$ cat config.mk
export PLATFORM = sky130hd
export DESIGN_NAME = da_mac_engine
export DESIGN_NICKNAME = d
export VERILOG_FILES = /design/src/rtl/da_pkg.sv /design/src/rtl/da_partial_sum_lut.sv /design/src/rtl/da_mac_engine.sv
export SDC_FILE = /design/constraint.sdc
export NUM_CORES = 1
export LEC_CHECK = 0
export CORE_MARGIN = 3
export CORE_UTILIZATION = 40
export CTS_BUF_LIST = sky130_fd_sc_hd__clkbuf_4 sky130_fd_sc_hd__clkbuf_8
export DETAILED_ROUTE_END_ITERATION = 12
export GPL_TIMING_DRIVEN = 0
export SETUP_SLACK_MARGIN = 0.15
export SYNTH_ARGS = -nofsm -noshare
export SYNTH_HDL_FRONTEND = slang
export SYNTH_SLANG_ARGS = --single-unit
$ cat constraint.sdc
create_clock -name clk -period 14.41 [get_ports clk]
set_clock_uncertainty 0.2 [all_clocks]
set_input_delay 1.441 -clock clk [delete_from_list [all_inputs] [get_ports clk]]
set_output_delay 1.441 -clock clk [all_outputs]
set_load 0.03 [all_outputs]
$ cat src/rtl/da_pkg.sv
// Shared types and width helpers for the distributed-arithmetic MAC engine.
// Imported by the partial-sum LUT and by the engine top level.
package da_pkg;

    // DCT cosine constant c4 in Q2.14.
    localparam int C4_Q14 = 11585;

    typedef enum logic [2:0] {
        ST_IDLE,
        ST_BUILD,
        ST_READY,
        ST_CALC,
        ST_DONE
    } state_e;

    function automatic int clog2(input int n);
        int r;
        r = 0;
        for (int i = 0; i < 31; i++) begin
            if ((1 << i) < n) r = i + 1;
        end
        return r;
    endfunction

    // A LUT entry holds the sum of up to NTAPS coefficients.
    function automatic int lut_width(input int cw, input int ntaps);
        return cw + clog2(ntaps);
    endfunction

    // The result adds XW bits of sample weight on top of a LUT entry.
    function automatic int out_width(input int cw, input int ntaps,
                                     input int xw);
        return cw + clog2(ntaps) + xw;
    endfunction

endpackage

$ cat src/rtl/da_partial_sum_lut.sv
// Coefficient registers plus the 2^NTAPS partial-sum LUT and its builder.
// Entry k holds the sum of every coefficient whose index bit is set in k.
module da_partial_sum_lut
    import da_pkg::*;
#(
    parameter int NTAPS = 4,
    parameter int CW = 17,
    localparam int LOG2N = clog2(NTAPS),
    localparam int LW = lut_width(CW, NTAPS)
) (
    input  logic                    clk,
    input  logic                    rst,
    input  logic                    coef_we,
    input  logic [LOG2N-1:0]        coef_idx,
    input  logic signed [CW-1:0]    coef_data,
    input  logic                    commit,
    input  logic [NTAPS-1:0]        rd_addr,
    output logic                    build_done,
    output logic signed [LW-1:0]    rd_data
);

    localparam int DEPTH = 1 << NTAPS;

    logic signed [CW-1:0] coef_q [NTAPS];
    logic signed [CW-1:0] coef_d [NTAPS];
    logic signed [LW-1:0] lut_q [DEPTH];
    logic signed [LW-1:0] lut_d [DEPTH];
    logic [NTAPS-1:0]     cnt_q, cnt_d;
    logic                 building_q, building_d;
    logic [LOG2N-1:0]     tz;
    logic [NTAPS-1:0]     src;
    logic signed [LW-1:0] wdata;

    assign build_done = building_q && (cnt_q == '1);
    assign rd_data = lut_q[rd_addr];

    // Coefficient register file write.
    always_comb begin
        coef_d = coef_q;
        if (coef_we) coef_d[coef_idx] = coef_data;
    end

    // New entry = earlier entry with lowest bit cleared + that bit's coef.
    always_comb begin
        tz = '0;
        for (int i = NTAPS - 1; i >= 0; i--) begin
            if (cnt_q[i]) tz = LOG2N'(i);
        end
        src = cnt_q & (cnt_q - NTAPS'(1));
        wdata = (cnt_q == '0) ? '0 : lut_q[src] + LW'(coef_q[tz]);
    end

    // Build sequencer: one entry per cycle, restarted by commit.
    always_comb begin
        building_d = building_q;
        cnt_d = cnt_q;
        lut_d = lut_q;
        if (commit) begin
            building_d = 1'b1;
            cnt_d = '0;
        end else if (building_q) begin
            lut_d[cnt_q] = wdata;
            cnt_d = cnt_q + NTAPS'(1);
            if (build_done) building_d = 1'b0;
        end
    end

    // Control and coefficient state, cleared by reset.
    always_ff @(posedge clk) begin
        if (rst) begin
            building_q <= 1'b0;
            cnt_q <= '0;
            for (int i = 0; i < NTAPS; i++) coef_q[i] <= '0;
        end else begin
            building_q <= building_d;
            cnt_q <= cnt_d;
            coef_q <= coef_d;
        end
    end

    // LUT storage; contents are rebuilt after every commit.
    always_ff @(posedge clk) begin
        lut_q <= lut_d;
    end

endmodule

$ cat src/rtl/da_mac_engine.sv
// Bit-serial distributed-arithmetic dot product, MSB first, exact width.
// Owns the sample handshake, sample shift registers and accumulator.
module da_mac_engine
    import da_pkg::*;
#(
    parameter int NTAPS = 4,
    parameter int XW = 16,
    parameter int CW = 17,
    localparam int LOG2N = clog2(NTAPS),
    localparam int LW = lut_width(CW, NTAPS),
    localparam int OW = out_width(CW, NTAPS, XW)
) (
    input  logic                    clk,
    input  logic                    rst,
    input  logic                    coef_we,
    input  logic [LOG2N-1:0]        coef_idx,
    input  logic signed [CW-1:0]    coef_data,
    input  logic                    coef_commit,
    output logic                    coef_err,
    output logic                    lut_ready,
    input  logic                    in_valid,
    output logic                    in_ready,
    input  logic [NTAPS*XW-1:0]     in_data,
    output logic                    out_valid,
    input  logic                    out_ready,
    output logic signed [OW-1:0]    out_data,
    output logic                    busy
);

    localparam int BW = clog2(XW);

    state_e               state_q, state_d;
    logic [XW-1:0]        x_q [NTAPS];
    logic [XW-1:0]        x_d [NTAPS];
    logic [BW-1:0]        bit_q, bit_d;
    logic signed [OW-1:0] acc_q, acc_d;
    logic signed [OW-1:0] out_data_q, out_data_d;
    logic                 out_valid_q, out_valid_d;
    logic                 coef_err_q, coef_err_d;
    logic                 wr_ok, lut_we, lut_commit, build_done;
    logic [NTAPS-1:0]     rd_addr;
    logic signed [LW-1:0] rd_data;
    logic signed [OW-1:0] term;

    assign wr_ok = (state_q == ST_IDLE) || (state_q == ST_READY);
    assign lut_we = coef_we && wr_ok;
    assign lut_commit = coef_commit && wr_ok;
    assign term = OW'(rd_data);

    assign in_ready = (state_q == ST_READY);
    assign lut_ready = (state_q == ST_READY);
    assign busy = (state_q == ST_BUILD) || (state_q == ST_CALC) ||
                  (state_q == ST_DONE);
    assign out_valid = out_valid_q;
    assign out_data = out_data_q;
    assign coef_err = coef_err_q;

    da_partial_sum_lut #(
        .NTAPS(NTAPS),
        .CW(CW)
    ) u_lut (
        .clk(clk),
        .rst(rst),
        .coef_we(lut_we),
        .coef_idx(coef_idx),
        .coef_data(coef_data),
        .commit(lut_commit),
        .rd_addr(rd_addr),
        .build_done(build_done),
        .rd_data(rd_data)
    );

    // LUT address is the current MSB of every sample.
    always_comb begin
        rd_addr = '0;
        for (int i = 0; i < NTAPS; i++) rd_addr[i] = x_q[i][XW-1];
    end

    // Engine sequencing, sample shifting and accumulation.
    always_comb begin
        state_d = state_q;
        bit_d = bit_q;
        x_d = x_q;
        acc_d = acc_q;
        out_valid_d = out_valid_q;
        out_data_d = out_data_q;
        coef_err_d = (coef_we || coef_commit) && !wr_ok;
        unique case (state_q)
            ST_IDLE: begin
                if (lut_commit) state_d = ST_BUILD;
            end
            ST_BUILD: begin
                if (build_done) state_d = ST_READY;
            end
            ST_READY: begin
                // A coefficient change wins over a sample offered with it.
                if (lut_commit) begin
                    state_d = ST_BUILD;
                end else if (lut_we) begin
                    state_d = ST_IDLE;
                end else if (in_valid) begin
                    state_d = ST_CALC;
                    bit_d = '0;
                    for (int i = 0; i < NTAPS; i++) begin
                        x_d[i] = in_data[i*XW +: XW];
                    end
                end
            end
            ST_CALC: begin
                for (int i = 0; i < NTAPS; i++) x_d[i] = x_q[i] << 1;
                // The MSB carries negative weight in two's complement.
                acc_d = (bit_q == '0) ? -term : (acc_q <<< 1) + term;
                bit_d = bit_q + BW'(1);
                if (bit_q == BW'(XW - 1)) state_d = ST_DONE;
            end
            ST_DONE: begin
                if (!out_valid_q) begin
                    out_valid_d = 1'b1;
                    out_data_d = acc_q;
                end else if (out_ready) begin
                    out_valid_d = 1'b0;
                    state_d = ST_READY;
                end
            end
            default: state_d = ST_IDLE;
        endcase
    end

    // State and datapath registers with synchronous reset.
    always_ff @(posedge clk) begin
        if (rst) begin
            state_q <= ST_IDLE;
            bit_q <= '0;
            acc_q <= '0;
            out_valid_q <= 1'b0;
            out_data_q <= '0;
            coef_err_q <= 1'b0;
            for (int i = 0; i < NTAPS; i++) x_q[i] <= '0;
        end else begin
            state_q <= state_d;
            bit_q <= bit_d;
            acc_q <= acc_d;
            out_valid_q <= out_valid_d;
            out_data_q <= out_data_d;
            coef_err_q <= coef_err_d;
            x_q <= x_d;
        end
    end

endmodule

Word level (Yosys, flattened, before mapping). Index checks and enable logic that the tools add are counted.

Multiplexer cells: 43. $lt $le $gt $ge: 7. Bitwise logic cells: 8. Equality and inequality tests: 15. Add/sub/neg operators: 6. Reductions and logical operators: 20.

Operators by type and width (count): $bwmux 304 (1); $mux 64 (3); $bmux 19 s4 (2); $pmux 64 s2 (1); $mux 19 (6); $demux 19 s4 (1); $bwmux 68 (1); $mux 17 (3); $add 35x19->35 (1); $mux 35 (1); $neg 19->35 (1); $bmux 17 s2 (1); $demux 17 s2 (1); $mux 3 (8); $add 19x19->19 (1); $ge 5x5->1 const B (3); $not 4->5 (3); $pmux 3 s5 (1); $ne 2x2->1 const B (7); $mux 4 (3); $add 4x1->4 const B (2); $eq 4x4->1 const B (2); $logic_not 4->1 (2); $mux 2 (4); 23 further kinds (40).

Word-level logic and storage cells: 131. Register bits after elaboration: 520.

Logic depth before layout (Yosys ltp). Gate-level depths: netlist (run 1).

Depth after elaboration: 11. Mapped depth: 18. Gate-level depth less buffers: 16.

Modules after synthesis. From an unflattened synthesis (run 1), not the netlist that was laid out.

Cell total of the unflattened synthesis: 2016. Area total of the unflattened synthesis: 24472.2 um2.

By module, submodules not included: da_partial_sum_lut (cells an instance 1013, area an instance 16728.5 um2, seq. area each 10590.2 um2, times used 1); da_mac_engine (cells an instance 1003, area an instance 7743.7 um2, seq. area each 2862.7 um2, times used 1).

Worst setup path after synthesis (run 1). No wires, ideal clock.

Path type: reg2reg. From: register u_lut.cnt_q[0]. To: register u_lut.lut_q[112] (netlist name) (data pin). Path slack: 8.942 ns. Cell stages (with the launch flop): 16. Required time: 13.933 ns. Arrival: 4.991 ns. Clock period less this slack: 5.468 ns. Setup time: 0.277 ns. Cells stage by stage: dfxtp_1 ha_1 buf_1 buf_1 mux4_2 mux2_2 ha_1 a21o_1 a21oi_1 o21ai_0 o41a_1 a41o_1 o41ai_1 o21ai_0 xnor2_1 nor2_1.

Word-level cells in the longest chain between the ends: 9.

Ends and longest elaborated chain: from (decl) (RTL line da_partial_sum_lut.sv:28) `logic [NTAPS-1:0] cnt_q, cnt_d;`; from (signal assigned) (RTL line da_partial_sum_lut.sv:76) `cnt_q <= cnt_d;`; $sub 4x1->4 (RTL line da_partial_sum_lut.sv:49) `src = cnt_q & (cnt_q - NTAPS'(1));`; $and 4x4->4 (RTL line da_partial_sum_lut.sv:49); $not 4->5 (not written as such) (RTL line da_partial_sum_lut.sv:50) `wdata = (cnt_q == '0) ? '0 : lut_q[src] + LW'(coef_q[tz]);`; $bmux 19 s4 (RTL line da_partial_sum_lut.sv:50); $mux 19 (not written as such) (2 in series) (RTL line da_partial_sum_lut.sv:50); $add 19x19->19 (RTL line da_partial_sum_lut.sv:50); $mux 19 (*) (RTL line da_partial_sum_lut.sv:50); net u_lut.wdata[17] (RTL line da_partial_sum_lut.sv:32) `logic signed [LW-1:0] wdata;`; $bwmux 304 (*) (RTL line da_partial_sum_lut.sv:62) `lut_d[cnt_q] = wdata;`; to (signal assigned) (RTL line da_partial_sum_lut.sv:83) `lut_q <= lut_d;`; to (decl) (RTL line da_partial_sum_lut.sv:26) `logic signed [LW-1:0] lut_q [DEPTH];`.

The timed path passes the listed nets; every way through them passes the cells marked *. The select of a mux whose other input is x is not followed. A chain may end at the register's enable or synchronous reset.

Worst setup path after layout (run 1).
From: register u_lut.cnt_q[0]. To: register u_lut.lut_q[264] (netlist name) (data pin).

The elaborated chain is that of the path after synthesis.

==> results.py, run 1 <==
metrics = {
    "run_status": {
        "outcome": "completed",
    },
    "floorplanning": {
        "placementRows": 90,
        "die_h_um": 254,
        "die_area_um2": 64300,
        "core_area_um2": 60500,
        "fp.dieW_um": 254,
        "ios": 129,
        "start_util": 0.406,
    },
    "logic_synthesis": {
        "ys_ff_latch": 520,
        "ys_async_sr_fraction": 0,
        "synthXorXnorAreaFrac": 0.0218,
        "avgSynthCellArea_um2": 11.7,
        "yosys.area_share.adder": 0.0317,
        "synth-compound-area-share": 0.112,
        "synth_edf_count": 304,
        "synth.top_cells.by_area": "edfxtp_1, dfxtp_1, mux4_2, nand2_1, a21oi_1",
        "ys.flop_type": "edfxtp_1",
        "ys_seq_area_frac": 0.548,
        "synthCells": 2095,
        "yosysTopAreaCell": "edfxtp_1",
        "yosysWarningCount": 0,
        "muxShareOfSynthArea": 0.133,
        "synth_cell_type_count": 84,
        "synth_top_family_by_area": "multiplexers",
        "syn_nets": 2245,
        "syn_area_um2": 24500,
        "synth-simple-area-share": 0.126,
        "synth_top_area_share": 0.372,
    },
    "clock_network": {
        "cts_inserted_buffers": 87,
        "postCtsResizedCells": 0,
        "clock_sinks": 520,
        "worstSkewPairLatency_ps": 680,
        "ctsHoldBuffers": 0,
        "cts_tree": "built",
        "cts.path.max_buffers": 3,
        "clk_pin_slew_ps": 60,
        "cts_setup_buffers": 0,
        "h-tree-depth": 3,
        "root_buffer": "clkbuf_8",
    },
    "finish": {
        "nNetsFinal": 2471,
        "drive_above_1_share": 0.154,
        "syn_to_final_growth_pct": 17.6,
        "utilization": 0.477,
        "n_fill_cell": 5362,
        "layout.cells.non_filler": 3173,
    },
    "global_route": {
        "grt_use_met2": 0.377,
        "grt_use_total": 0.228,
        "grt_pass1_vias": 18000,
        "met1_usage": 0.293,
        "overflow": 0,
        "grt_pass1_wl_mm": 109,
        "gr-max-usage-layer": "met2",
        "antenna_found_initial": 2,
        "use_met3": 0.0500,
        "grt_max_degree": 20,
    },
    "placement": {
        "io_buffers": 125,
        "dp_cells": 3014,
        "gp_congestion": 0.880,
        "place_hpwl_mm": 50.3,
    },
    "sta": {
        "slew_headroom": 0.118,
        "finalMaxSlewViolations": 0,
        "period_share": 0.488,
        "setup_tns_ps": 0,
        "rsz0062_at_grt": "false",
        "setup_viol": 0,
        "max_clock_freq_mhz": 142,
        "fin_crit_ps": 7030,
        "hold_viol_final": 0,
        "tightestPinTransition_ps": 1320,
    },
    "setup_path": {
        "critPathSlowestCell": "buf_1",
        "crit_type": "flop to flop",
        "cp.required_ps": 14550,
        "path_max_fanout": 16,
        "worstPathCellList": "ha_1, buf_1, buf_1, mux4_2, mux2_2, ha_1, a21o_1, a21oi_1, o21ai_0, o41a_1, a41o_1, o41ai_1, o21ai_0, xnor2_1, nor2_1",
        "end_kind": "flop",
        "setup.worst_path.start_class": "flop",
        "max_stage_delay_ps": 890,
        "arrival_ps": 7170,
    },
    "power_and_ir_drop": {
        "p_per_area_nw_per_um2": 135,
        "cellLeakagePower_uw": 0.00982,
        "irDropWorstVdd_mv": 0.0628,
    },
    "routing": {
        "vias": 18300,
        "vias_per_cell": 5.77,
        "drt-initial-drc-count": 1818,
        "first_pass_iters": 5,
        "drc_errors": 0,
        "drt-total-wl_mm": 73.7,
        "wl_per_cell_um": 23.2,
        "ant_nets": 0,
    },
    "worst_hold_path": {
        "min_path_type": "flop to flop",
    },
    "job": {
        "maxCapViolCount": 0,
    },
}
## area by class of cell
cell class / count / area (µm²) / share of cell area
diodes: 2 / 5.00 / 0.000173
plain buffers: 131 / 608 / 0.0211
clock buffers: 131 / 1590 / 0.0551
clock inverters: 26 / 229 / 0.00794
inverters: 17 / 63.8 / 0.00221
multi-input cells: 1427 / 10500 / 0.365
flip-flops and latches: 520 / 13500 / 0.466
well taps: 782 / 978 / 0.0339
repair buffers: 137 / 1400 / 0.0484
## metal layers
layer	share of wire	up-vias
met5	0	-
met4	0.036	0
met3	0.080	142
met2	0.48	797
met1	0.40	9066
li1	-	8316
## cells in the mapped netlist, types with 27 or more instances
master / number
a21o_1: 28
a21oi_1: 160
a311oi_1: 64
clkbuf_1: 94
dfxtp_1: 216
edfxtp_1: 304
ha_1: 59
mux2i_1: 28
mux4_2: 114
nand2_1: 417
nor2_1: 179
nor3_1: 36
o21ai_0: 33
xnor2_1: 27
xor2_1: 34
## per-stage QoR
step                worst slack [ps]  hold WS [ps]  power, µW  instance area [µm²]
finish                          7380           250       3890                28900
global route                    6920           271       4060                28900
CTS                             7250           255       3910                28800
detailed placement              7270           247       2530                27000
global placement                7420           239       2520                26800
floorplan                       8940           229       2270                24500
## placed cells by master (no fill, tap or decap), types with 32 or more instances in the layout
cell type and n:
clkbuf_1 94, ha_1 59, edfxtp_1 304, o21ai_0 33
dfxtp_1 216, nor3_1 32, xor2_1 34, a311oi_1 64
clkbuf_8 97, clkdlybuf4s50_1 125, mux4_2 114, a21oi_1 160
clkbuf_4 36, nand2_1 417, nor2_1 167
## cell families (layout without fill, tap and decap cells)
group	count (synthesis)	after routing
AO/OA/AOI/OAI	406	406
XOR/XNOR	61	61
adder cells (fa/ha/maj)	61	61
buffers and inverters	148	442
flip-flops	520	520
multiplexers	168	168
other	0	2
AND/OR/NAND/NOR	731	731
## report_power, final
part | leakage, µW | internal [µW] | switching [µW]
combinational | 0.00430 | 309 | 529
clock | 0.000959 | 776 | 595
sequential | 0.00456 | 1650 | 34.1
total | 0.00982 | 2730 | 1160
## final timing paths
path	start	cells after the start	to	slack (ps)
worst max register to register	u_lut.cnt_q[0]	15	u_lut.lut_q[264]	7380
worst max-delay path	u_lut.cnt_q[0]	15	u_lut.lut_q[264]	7380
worst min-delay path	out_data[5]	2	out_data[5]	250
worst min register to register	out_data[5]	2	out_data[5]	250
## state kept, by name, indices dropped and copies added, names as in the netlist, 3 cells and up
signal	flops
u_lut.lut_q	304
u_lut.coef_q	68
x_q	60
acc_q	35
out_data	35
bit_q	4
rd_addr	4
u_lut.cnt_q	4
state_q	3
## worst max-delay path: cells and delay by family, from the launching register on
kind,cells,cell delay [ps]
xor gates and xnor gates,1,150
buffers and inverters,2,1680
muxes,2,930
adders and majority gates,2,600
DFF,1,490
and+or+nand+nor,1,640
AOI/OAI and AO/OA,7,2000
(Power assumes the default switching activity.)
==> run 2: changes to the inputs <==
==> constraint.sdc (replaced) <==
create_clock -name clk -period 6.6 [get_ports clk]
set_clock_uncertainty 0.2 [all_clocks]
set_input_delay 0.66 -clock clk [delete_from_list [all_inputs] [get_ports clk]]
set_output_delay 0.66 -clock clk [all_outputs]
set_load 0.03 [all_outputs]
==> results.py, run 2 (synthesis results as in run 1) <==
metrics = {
    "clock_network": {
        "cts_tree": "built",
        "h-tree-depth": 3,
        "clock_sinks": 520,
        "clk_pin_slew_ps": 60,
        "cts.path.max_buffers": 3,
        "root_buffer": "clkbuf_8",
        "worstSkewPairLatency_ps": 680,
        "cts_setup_buffers": 0,
        "cts_inserted_buffers": 87,
    },
    "floorplanning": {
        "placementRows": 90,
        "die_h_um": 254,
        "start_util": 0.406,
        "core_area_um2": 60500,
        "ios": 129,
        "die_area_um2": 64300,
        "fp.dieW_um": 254,
    },
    "global_route": {
        "grt_use_total": 0.228,
        "antenna_found_initial": 2,
        "grt_pass1_wl_mm": 109,
        "grt_pass1_vias": 18000,
        "overflow": 0,
        "grt_max_degree": 20,
    },
    "routing": {
        "top_layer": "met4",
        "drt-initial-drc-count": 1755,
        "vias": 18400,
        "met3_length_mm": 6.21,
        "wl_met2_mm": 35.5,
        "first_pass_iters": 6,
        "wl_met1_mm": 29.4,
        "ant_nets": 0,
        "drc_errors": 0,
        "vias_per_cell": 5.79,
        "wl_per_cell_um": 23.2,
        "drt-total-wl_mm": 73.8,
    },
    "finish": {
        "n_fill_cell": 5356,
        "utilization": 0.478,
        "largest_reg_flops": 304,
        "nNetsFinal": 2471,
        "layout.cells.non_filler": 3173,
        "largest-register": "u_lut.lut_q",
        "syn_to_final_growth_pct": 17.8,
        "final_cell_mix": "nand2_1, edfxtp_1, dfxtp_1, nor2_1, a21oi_1",
        "final_common_cell": "nand2_1",
        "drive_above_1_share": 0.158,
        "largest_registers": "u_lut.lut_q (304), u_lut.coef_q (68), x_q (60)",
        "multi_input_area_um2": 10500,
        "seq_area_um2": 13500,
        "final_area_um2": 28900,
    },
    "setup_path": {
        "end_kind": "flop",
        "path_max_fanout": 16,
        "startpoint": "u_lut.cnt_q[0]",
        "setup.worst_path.start_class": "flop",
        "cp.required_ps": 6780,
        "r2r_setup_slack_ps": 460,
        "critPathSlowestCell": "o41ai_1",
        "worstPathCellList": "inv_1, ha_1, nor2b_1, clkbuf_2, clkbuf_2, mux4_2, mux2_2, ha_1, a21o_1, a21oi_1, o21ai_0, o41a_1, a41o_1, o41ai_1, o21ai_0, xnor2_1, nor2_2",
        "max_stage_delay_ps": 530,
        "r2r-start": "u_lut.cnt_q[0]",
        "worst-r2r-cell-count": 17,
        "arrival_ps": 6320,
        "crit_type": "flop to flop",
    },
    "sta": {
        "max_clock_freq_mhz": 163,
        "tightestPinTransition_ps": 1180,
        "setup_viol": 0,
        "period_share": 0.930,
        "setup_tns_ps": 0,
        "whs_ps": 250,
        "fin_crit_ps": 6140,
        "finalMaxSlewViolations": 0,
        "rsz0062_at_grt": "false",
        "slew_headroom": 0.213,
        "hold_viol_final": 0,
    },
    "placement": {
        "place_hpwl_mm": 50.3,
        "place_area_um2": 27000,
        "io_buffers": 125,
        "dp_cells": 3014,
        "gp_congestion": 0.880,
    },
    "power_and_ir_drop": {
        "cellLeakagePower_uw": 0.00984,
        "irDropWorstVdd_mv": 0.136,
        "p_per_area_nw_per_um2": 294,
    },
    "worst_hold_path": {
        "whs_path_depth": 2,
        "min_path_type": "flop to flop",
        "min_from": "out_data[5]",
    },
    "job": {
        "maxCapViolCount": 0,
    },
    "run_status": {
        "outcome": "completed",
    },
}
[run 2: cell types whose count changed in the layout (fill, tap and decap cells not counted), moves of 3 or more]
cell / before / now
nor2_1: 167 / 162
clkbuf_1: 94 / 90
clkbuf_2: 1 / 5
nor2_2: 0 / 4
buf_1: 5 / 2
[run 2: worst max-delay path, delay by kind of cell, from the launching register on]
family          cells  cell delay (ps)
mux                 2              690
fa+ha+maj           2              520
simple gates        2              720
compound gates      7             2020
buf+inv             3             1020
flops               1              490
xor+xnor            1              170
[run 2: final timing paths]
path                 endpoint
max          u_lut.lut_q[264]
min               out_data[5]
max reg2reg  u_lut.lut_q[264]
min reg2reg       out_data[5]
[run 2: final cells by class]
| type | count | share of cell area |
|---|---|---|
| clock inverters | 26 | 0.00793 |
| repair buffers | 137 | 0.0483 |
| multi-input cells | 1427 | 0.365 |
| well taps | 782 | 0.0339 |
| clock buffers | 131 | 0.0550 |
| inverters | 17 | 0.00221 |
| diodes | 2 | 0.000173 |
| plain buffers | 131 | 0.0218 |
| flip-flops and latches | 520 | 0.466 |
[run 2: repair_timing]
item	CTS	global route
setup endpoints to repair	176	104
resized for setup	9	11
hold buffers	0	0
[run 2: where the power goes]
part | internal, µW | leakage (µW) | switching, µW
Sequential | 3600 | 0.00456 | 74.5
Combinational | 676 | 0.00433 | 1160
Clock | 1690 | 0.000959 | 1300
Total | 5970 | 0.00984 | 2530
[run 2: metrics by stage]
| step | worst slack, ps | total power (µW) |
|---|---|---|
| 6_report | 461 | 8500 |
| 5_1_grt | 151 | 8870 |
| 4_1_cts | 213 | 8530 |
| 3_5_place_dp | -542 | 5530 |
| 3_3_place_gp | -390 | 5490 |
| 2_1_floorplan | 1130 | 4970 |
[run 2: per-layer routing]
| layer | up-vias | GRT usage |
|---|---|---|
| met1 | 9095 | 0.293 |
| met2 | 813 | 0.377 |
| met4 | 0 | 0.0885 |
| met5 | - | 0 |
| li1 | 8315 | - |
| met3 | 149 | 0.0500 |
==> run 3: changes to the inputs <==
--- a/config.mk
+++ b/config.mk
@@ -5,11 +5,12 @@
 export SDC_FILE = /design/constraint.sdc
 export NUM_CORES = 1
 export LEC_CHECK = 0
-export CORE_MARGIN = 3
+export CORE_MARGIN = 2
 export CORE_UTILIZATION = 40
 export CTS_BUF_LIST = sky130_fd_sc_hd__clkbuf_4 sky130_fd_sc_hd__clkbuf_8
 export DETAILED_ROUTE_END_ITERATION = 12
 export GPL_TIMING_DRIVEN = 0
+export REMOVE_ABC_BUFFERS = 1
 export SETUP_SLACK_MARGIN = 0.15
 export SYNTH_ARGS = -nofsm -noshare
 export SYNTH_HDL_FRONTEND = slang
==> results.py, run 3 (synthesis results as in run 1) <==
metrics = {
    "run_status": {
        "outcome": "completed",
    },
    "global_route": {
        "overflow": 0,
        "grt_use_total": 0.204,
        "antenna_found_initial": 0,
        "grt_max_degree": 139,
        "grt_pass1_vias": 17100,
        "grt_pass1_wl_mm": 99.1,
    },
    "placement": {
        "dp_cells": 2904,
        "dp_slack_ps": -314,
        "gp_congestion": 0.841,
        "io_buffers": 128,
        "place_hpwl_mm": 41.4,
    },
    "floorplanning": {
        "die_h_um": 252,
        "ios": 129,
        "die_area_um2": 63300,
        "start_util": 0.406,
        "placementRows": 90,
        "core_area_um2": 60500,
        "fp.dieW_um": 252,
    },
    "power_and_ir_drop": {
        "cellLeakagePower_uw": 0.00978,
        "p_per_area_nw_per_um2": 293,
        "irDropWorstVdd_mv": 0.172,
    },
    "routing": {
        "first_pass_iters": 5,
        "vias_per_cell": 5.65,
        "drt-initial-drc-count": 1488,
        "drt-total-wl_mm": 65.2,
        "drc_errors": 0,
        "vias": 17300,
        "ant_nets": 0,
        "wl_per_cell_um": 21.3,
    },
    "sta": {
        "max_clock_freq_mhz": 165,
        "tightestPinTransition_ps": 1400,
        "hold_viol_final": 0,
        "slew_headroom": 0.0684,
        "fin_ws_ps": 546,
        "setup_viol": 0,
        "fin_crit_ps": 6050,
        "period_share": 0.917,
        "rsz0062_at_grt": "false",
        "finalMaxSlewViolations": 0,
        "setup_tns_ps": 0,
    },
    "setup_path": {
        "path_max_fanout": 22,
        "max_stage_delay_ps": 600,
        "setup.worst_path.start_class": "flop",
        "startpoint": "u_lut.cnt_q[0]",
        "r2r-start": "u_lut.cnt_q[0]",
        "end_kind": "flop",
        "worst-r2r-cell-count": 16,
        "arrival_ps": 6270,
        "crit_type": "flop to flop",
        "critPathSlowestCell": "nor2b_4",
        "worstPathCellList": "inv_1, ha_1, nor2b_4, buf_12, mux4_2, mux2_2, ha_1, a21o_1, a21oi_1, o21ai_0, o41a_1, a41o_1, o41ai_2, o21ai_0, xnor2_1, nor2_2",
        "cp-endpoint": "u_lut.lut_q[74]",
        "r2r_setup_slack_ps": 550,
        "worstReg2RegEnd": "u_lut.lut_q[74]",
        "cp.required_ps": 6810,
    },
    "finish": {
        "largest_reg_flops": 304,
        "syn_to_final_growth_pct": 17.3,
        "nNetsFinal": 2364,
        "largest-register": "u_lut.lut_q",
        "n_fill_cell": 5370,
        "final_cell_mix": "nand2_1, edfxtp_1, dfxtp_1, nor2_1, a21oi_1",
        "antenna_cells": 0,
        "layout.cells.non_filler": 3065,
        "utilization": 0.476,
        "final_common_cell": "nand2_1",
        "largest_registers": "u_lut.lut_q (304), u_lut.coef_q (68), x_q (60)",
        "drive_above_1_share": 0.163,
    },
    "clock_network": {
        "root_buffer": "clkbuf_8",
        "clk_pin_slew_ps": 60,
        "cts_setup_buffers": 0,
        "clock_sinks": 520,
        "h-tree-depth": 3,
        "worstSkewPairLatency_ps": 710,
        "cts_inserted_buffers": 90,
        "ctsHoldBuffers": 0,
        "cts_tree": "built",
        "cts.path.max_buffers": 3,
    },
    "worst_hold_path": {
        "min_from": "rst",
        "min_path_type": "input pin to flop",
    },
    "job": {
        "maxCapViolCount": 0,
    },
}
-- run 3: cell types whose count changed in the layout (fill, tap and decap cells not counted), sizes merged, moves of 3 or more --
cell      change
clkbuf       -95
buf          -12
clkinvlp      -3
inv           +4
-- run 3: power by group --
group	total (µW)	switching [µW]	leakage, µW	internal (µW)
combinational	1680	1020	0.00422	658
clock	3030	1330	0.000996	1710
sequential	3720	124	0.00456	3600
total	8440	2470	0.00978	5960
-- run 3: worst min-delay path by stage --
stage | end | slack, ps | depth (start not counted)
CTS | u_lut.coef_q[23] | 120 | 2
floorplan | out_data[34] | 220 | 2
global placement | u_lut.coef_q[24] | 240 | 2
finish | u_lut.coef_q[53] | 170 | 2
global route | u_lut.coef_q[11] | 170 | 2
detailed placement | u_lut.coef_q[46] | 250 | 2
-- run 3: metrics by stage --
stage / total power [µW] / cell area (µm²) / hold WS [ps]
after global routing: 8820 / 28800 / 171
after global placement: 5450 / 26200 / 239
final: 8440 / 28800 / 166
after detailed placement: 5460 / 26900 / 246
after floorplan: 4930 / 23900 / 223
after CTS: 8500 / 28800 / 123
-- run 3: layout make-up --
class	instances	area, µm²	share of cell area
Tap cell	782	978	0.0340
Clock inverter	27	230	0.00800
Inverter	17	63.8	0.00222
Clock buffer	134	1630	0.0567
Multi-Input combinational cell	1427	10600	0.368
Sequential cell	520	13500	0.468
Timing Repair Buffer	158	1820	0.0631
-- run 3: what timing repair did --
action / in CTS / in global routing
gates cloned: 0 / 0
gates resized for setup: 2 / 3
setup endpoints to repair: 64 / 48
-- run 3: critical path: cells and delay by family (launching register included) --
family	cells	cell delay (ps)
compound gates	7	2050
xor+xnor	1	160
simple gates	2	1040
fa+ha+maj	2	600
mux	2	680
buf+inv	2	480
flops	1	550
-- run 3: layer usage --
| metal | GRT usage | part of all wire | vias up |
|---|---|---|---|
| met5 | 0 | 0 | - |
| met4 | 0.0633 | 0.021 | 0 |
| met3 | 0.0404 | 0.061 | 105 |
| met2 | 0.347 | 0.50 | 567 |
| met1 | 0.263 | 0.42 | 8562 |
| li1 | - | - | 8081 |
